`config.mk`:
```
export PLATFORM = sky130hd
export DESIGN_NAME = ula_arbiter
export DESIGN_NICKNAME = d
export VERILOG_FILES = /design/src/rtl/ula_arbiter.sv
export SDC_FILE = /design/constraint.sdc
export NUM_CORES = 1
export LEC_CHECK = 0
export BUFFER_PORTS_ARGS = -buffer_cell sky130_fd_sc_hd__clkbuf_2
export CORE_ASPECT_RATIO = 0.9
export CORE_UTILIZATION = 32
export CTS_CLUSTER_DIAMETER = 150
export DETAILED_ROUTE_END_ITERATION = 10
export SLEW_MARGIN = 30
export SYNTH_ARGS = -nofsm -noshare
export SYNTH_HDL_FRONTEND = slang
export SYNTH_SLANG_ARGS = --single-unit
```
`constraint.sdc`:
```
create_clock -name clock -period 2.1 [get_ports clock]
set_input_delay 0.315 -clock clock [delete_from_list [all_inputs] [get_ports clock]]
set_output_delay 0.315 -clock clock [all_outputs]
set_load 0.02 [all_outputs]
```
`src/rtl/ula_arbiter.sv`:
```
// Two-requester round-robin front end for a shared 16-bit ULA (add/or/and/not + equality flag).
// One transaction in flight: IDLE accepts, EXEC computes, RESP holds the result until taken.
module ula_arbiter #(
    parameter int WIDTH     = 16,
    parameter int CNT_WIDTH = 8
) (
    input  logic                 clock,
    input  logic                 reset,

    input  logic                 req0Valid,
    output logic                 req0Ready,
    input  logic [1:0]           req0Control,
    input  logic [WIDTH-1:0]     req0OpA,
    input  logic [WIDTH-1:0]     req0OpB,
    output logic                 rsp0Valid,
    input  logic                 rsp0Ready,
    output logic [WIDTH-1:0]     rsp0Result,
    output logic                 rsp0Zero,

    input  logic                 req1Valid,
    output logic                 req1Ready,
    input  logic [1:0]           req1Control,
    input  logic [WIDTH-1:0]     req1OpA,
    input  logic [WIDTH-1:0]     req1OpB,
    output logic                 rsp1Valid,
    input  logic                 rsp1Ready,
    output logic [WIDTH-1:0]     rsp1Result,
    output logic                 rsp1Zero,

    output logic                 busy,
    output logic [CNT_WIDTH-1:0] conflictCount
);

    typedef enum logic [1:0] {
        ST_IDLE = 2'b00,
        ST_EXEC = 2'b01,
        ST_RESP = 2'b10
    } state_t;

    localparam logic [1:0]           OP_ADD  = 2'b00;
    localparam logic [1:0]           OP_OR   = 2'b01;
    localparam logic [1:0]           OP_AND  = 2'b10;
    localparam logic [CNT_WIDTH-1:0] CNT_ONE = CNT_WIDTH'(1);

    state_t                 state_reg, state_next;
    logic                   last_grant_reg, last_grant_next;
    logic                   grant_id_reg, grant_id_next;
    logic [1:0]             ctrl_reg, ctrl_next;
    logic [WIDTH-1:0]       opa_reg, opa_next;
    logic [WIDTH-1:0]       opb_reg, opb_next;
    logic [WIDTH-1:0]       result_reg, result_next;
    logic                   zero_reg, zero_next;
    logic [CNT_WIDTH-1:0]   conflict_reg, conflict_next;

    logic [1:0]             req_valid;
    logic [1:0]             req_ready;
    logic [1:0]             rsp_ready;
    logic [1:0]             rsp_valid;
    logic                   any_valid;
    logic                   both_valid;
    logic                   winner;
    logic [1:0]             sel_ctrl;
    logic [WIDTH-1:0]       sel_opa;
    logic [WIDTH-1:0]       sel_opb;
    logic [WIDTH-1:0]       alu_result;

    assign req_valid  = {req1Valid, req0Valid};
    assign rsp_ready  = {rsp1Ready, rsp0Ready};
    assign any_valid  = |req_valid;
    assign both_valid = &req_valid;

    // On a tie the requester that did not win last time goes first.
    always_comb begin
        winner = 1'b0;
        if (both_valid) begin
            winner = ~last_grant_reg;
        end else if (req_valid[1]) begin
            winner = 1'b1;
        end
    end

    assign sel_ctrl = winner ? req1Control : req0Control;
    assign sel_opa  = winner ? req1OpA     : req0OpA;
    assign sel_opb  = winner ? req1OpB     : req0OpB;

    // Ready is gated by reset so a held request is never acknowledged while in reset.
    generate
        for (genvar gi = 0; gi < 2; gi++) begin : g_chan
            localparam logic CHAN_ID = 1'(gi);
            assign req_ready[gi] = reset && (state_reg == ST_IDLE) &&
                                   req_valid[gi] && (winner == CHAN_ID);
            assign rsp_valid[gi] = reset && (state_reg == ST_RESP) &&
                                   (grant_id_reg == CHAN_ID);
        end
    endgenerate

    assign req0Ready     = req_ready[0];
    assign req1Ready     = req_ready[1];
    assign rsp0Valid     = rsp_valid[0];
    assign rsp1Valid     = rsp_valid[1];
    assign rsp0Result    = result_reg;
    assign rsp1Result    = result_reg;
    assign rsp0Zero      = zero_reg;
    assign rsp1Zero      = zero_reg;
    assign busy          = (state_reg == ST_EXEC) || (state_reg == ST_RESP);
    assign conflictCount = conflict_reg;

    always_comb begin
        unique case (ctrl_reg)
            OP_ADD:  alu_result = opa_reg + opb_reg;
            OP_OR:   alu_result = opa_reg | opb_reg;
            OP_AND:  alu_result = opa_reg & opb_reg;
            default: alu_result = ~opa_reg;
        endcase
    end

    always_comb begin
        state_next      = state_reg;
        last_grant_next = last_grant_reg;
        grant_id_next   = grant_id_reg;
        ctrl_next       = ctrl_reg;
        opa_next        = opa_reg;
        opb_next        = opb_reg;
        result_next     = result_reg;
        zero_next       = zero_reg;
        conflict_next   = conflict_reg;

        if ((state_reg == ST_IDLE) && both_valid && (conflict_reg != '1)) begin
            conflict_next = conflict_reg + CNT_ONE;
        end

        case (state_reg)
            ST_IDLE: begin
                if (any_valid) begin
                    grant_id_next = winner;
                    ctrl_next     = sel_ctrl;
                    opa_next      = sel_opa;
                    opb_next      = sel_opb;
                    state_next    = ST_EXEC;
                end
            end
            ST_EXEC: begin
                result_next = alu_result;
                zero_next   = (opa_reg == opb_reg);
                state_next  = ST_RESP;
            end
            ST_RESP: begin
                if (rsp_ready[grant_id_reg]) begin
                    last_grant_next = grant_id_reg;
                    state_next      = ST_IDLE;
                end
            end
            default: begin
                state_next = ST_IDLE;
            end
        endcase
    end

    always_ff @(posedge clock or negedge reset) begin
        if (!reset) begin
            state_reg      <= ST_IDLE;
            last_grant_reg <= 1'b1;
            grant_id_reg   <= 1'b0;
            ctrl_reg       <= '0;
            opa_reg        <= '0;
            opb_reg        <= '0;
            result_reg     <= '0;
            zero_reg       <= 1'b0;
            conflict_reg   <= '0;
        end else begin
            state_reg      <= state_next;
            last_grant_reg <= last_grant_next;
            grant_id_reg   <= grant_id_next;
            ctrl_reg       <= ctrl_next;
            opa_reg        <= opa_next;
            opb_reg        <= opb_next;
            result_reg     <= result_next;
            zero_reg       <= zero_next;
            conflict_reg   <= conflict_next;
        end
    end

endmodule
```
==> metrics.yaml <==
clocking:
  cts_inserted_buffers: 9
  clock_sinks: 63
  cts_buffer_depth: 2
  cts_hold_buf: 0
  clockRootBuffer: "clkbuf_16"
  cts_tree: "done"
  cts.clk_slew.worst_paths_ns: 0.06
  cts_max_level: 3
  clk_latency_ns: 0.33
synthesis:
  synth_top_area_cell: "dfrtp_1"
  synth_nets: 609
  synth-edff-count: 0
  synth_top_area_share_pct: 34.7
  synthDistinctLibCells: 54
  synthTopCellsByArea: "dfrtp_1 35%, mux2i_1 11%, ha_1 10%"
  synthFlopType: "dfrtp_1"
  syn_avg_cell_area_um2: 8.99
  ys_seq_elements: 63
  synth_seq_area_share_pct: 35.3
  ys_async_sr_fraction_pct: 100
  syn_inst: 497
  syn_area_mm2: 0.00447
  ys_warn_count: 0
drt:
  drc_errors: 0
  wl_um: 11800
  wl_per_cell_um: 14.6
  via_count: 3951
  drtIter0Drc: 208
  vias_per_cell: 4.88
  dr.pass1.iters: 4
  antenna_left: 0
timing:
  maxSlewViolCount: 0
  rsz0062_at_grt: "yes"
  period_needed_ns: 2.05
  setup_violations: 0
  hold_viol_final: 0
  skew_ns: 0.00651
  finalCritPeriodShare_pct: 97.6
  fmax_mhz: 488
  relSlewSlack_pct: 51.9
  tightest_slew_ns: 0.721
finish:
  area_growth_pct: 31.7
  fin_nets: 748
  mostFrequentLayoutCells: "120 x clkbuf_2, 63 x nand2_1, 62 x dfrtp_1, 50 x mux2i_1, 49 x o21ai_0"
  fin_area_mm2: 0.00588
  drive_gt1_share_pct: 34.8
  fin_util_pct: 43.7
  antenna_cells: 0
  layout_commonest_cell: "clkbuf_2"
critical_path:
  critPathRequiredTime_ns: 2.32
  ff2ff_setup_slack_ns: 0.05
  start_kind: "flip-flop"
  cp.arrival_ns: 2.27
  reg2reg_to: "rsp0Result[2]"
  r2r_start: "opb_reg[0]"
  worstSetupPathType: "flip-flop to flip-flop"
  cp-end-kind: "flip-flop"
  critPathMaxFanout: 3
  rr_worst_depth: 7
global_route:
  grt_pass1_wl_um: 19200
  grt_antenna_before_repair: 0
  track_usage_pct: 17.2
  grt-ovfl-total: 0
  grt_max_degree: 41
  grt_pass1_vias: 3801
die:
  start_util_pct: 33.2
  dieWidth_um: 127
  core.rowCount: 40
  dieArea_mm2: 0.0144
  ios: 121
  core_mm2: 0.0135
  die_h_um: 114
place:
  io_buffers: 120
  dpl.hpwl_um: 9340
  place.gp.congestion: 0.830
  place_area_mm2: 0.00538
status:
  outcome: "finished, final reports clean"
pwr:
  p_leak_uw: 0.00292
  power_density_mw_per_mm2: 1780
  peakVddDrop_v: 0.000573
run:
  cap_violations: 0
hold_path:
  min_path_type: "input pin to async pin"
## cell usage after synthesis, types with 2 or more instances
| cell | n |
|---|---|
| clkbuf_1 | 13 |
| o211ai_1 | 2 |
| or4_1 | 2 |
| buf_2 | 6 |
| o21ai_0 | 54 |
| mux2_2 | 3 |
| ha_1 | 37 |
| o22ai_1 | 5 |
| a21oi_1 | 25 |
| xor2_1 | 8 |
| a22oi_1 | 9 |
| a221oi_1 | 2 |
| a31oi_1 | 2 |
| nand3_1 | 7 |
| nor2_1 | 21 |
| nor4_1 | 2 |
| nor2b_1 | 2 |
| inv_1 | 45 |
| buf_4 | 21 |
| mux2i_1 | 50 |
| nand2_1 | 63 |
| o31ai_1 | 3 |
| mux4_2 | 3 |
| and3_1 | 2 |
| nor3_1 | 5 |
| dfrtp_1 | 62 |
| o21a_1 | 3 |
| nand4_1 | 5 |
| xnor2_1 | 10 |
## worst max path at each step
stage                     start              to  slack [ns]
finish               opb_reg[0]   rsp0Result[2]        0.05
global placement     opa_reg[0]   rsp0Result[8]        0.03
floorplan            opa_reg[4]   rsp0Result[7]        0.04
CTS                 opa_reg[11]  rsp0Result[14]        0.03
global route         opb_reg[0]   rsp0Result[8]       -0.05
detailed placement   opa_reg[0]  rsp0Result[14]       -0.07
## metrics by stage
step           cells  hold WS, ns  total power, uW  TNS, ns  setup WS (ns)
6_report         809        0.121            10500        0         0.0496
5_1_grt          809        0.148            11400  -0.0891        -0.0469
4_1_cts          801        0.130            10100        0         0.0334
3_5_place_dp     783        0.481             8450   -0.128        -0.0658
3_3_place_gp     783        0.470             8300        0         0.0310
2_1_floorplan    497       0.0194             6490        0         0.0415
## layout make-up
| type | count | area, um^2 |
|---|---|---|
| clock buffers | 10 | 229 |
| fillers | 1331 | 7580 |
| flip-flops and latches | 63 | 1580 |
| clock inverters | 6 | 83.8 |
| repair buffers | 169 | 993 |
| inverters | 46 | 173 |
| multi-input cells | 347 | 2620 |
| well taps | 168 | 210 |
## power by group
| part | leakage [uW] | internal [uW] | switching, uW |
|---|---|---|---|
| Sequential | 0.000766 | 1800 | 532 |
| Combinational | 0.00200 | 2820 | 3730 |
| Clock | 0.000157 | 1040 | 568 |
| Total | 0.00292 | 5650 | 4830 |
## per-layer routing
metal	vias to the layer above	global-route usage (%)	share of wire (%)
li1	1975	-	-
met4	0	5.86	1.2
met1	1848	25.4	52
met3	13	2.52	4.7
met5	-	0	0
met2	115	25.6	42
## critical path: stages (launching register included)
cell	delay [ns]
dfrtp_1	0.40
ha_4	0.16
inv_2	0.04
fa_2	0.36
buf_4	0.14
xnor2_1	0.12
mux4_2	0.44
mux2_2	0.27
## kinds of logic (layout without fill, tap and decap cells)
| kind of cell | after synthesis | count (layout) | synth area share, % |
|---|---|---|---|
| simple gates | 118 | 118 | 11.9 |
| mux | 56 | 56 | 13.5 |
| flops | 63 | 63 | 35.3 |
| fa+ha+maj | 38 | 38 | 10.8 |
| compound gates | 117 | 117 | 15.8 |
| xor+xnor | 18 | 18 | 3.53 |
| buf+inv | 87 | 231 | 9.24 |
## what timing repair did
action                                  in CTS  in global routing
pin swaps                                    1                  9
endpoints found under the setup margin       3                  8
gates resized for setup                      3                 27
buffers inserted                             2                  8
(Power assumes the default switching activity.)
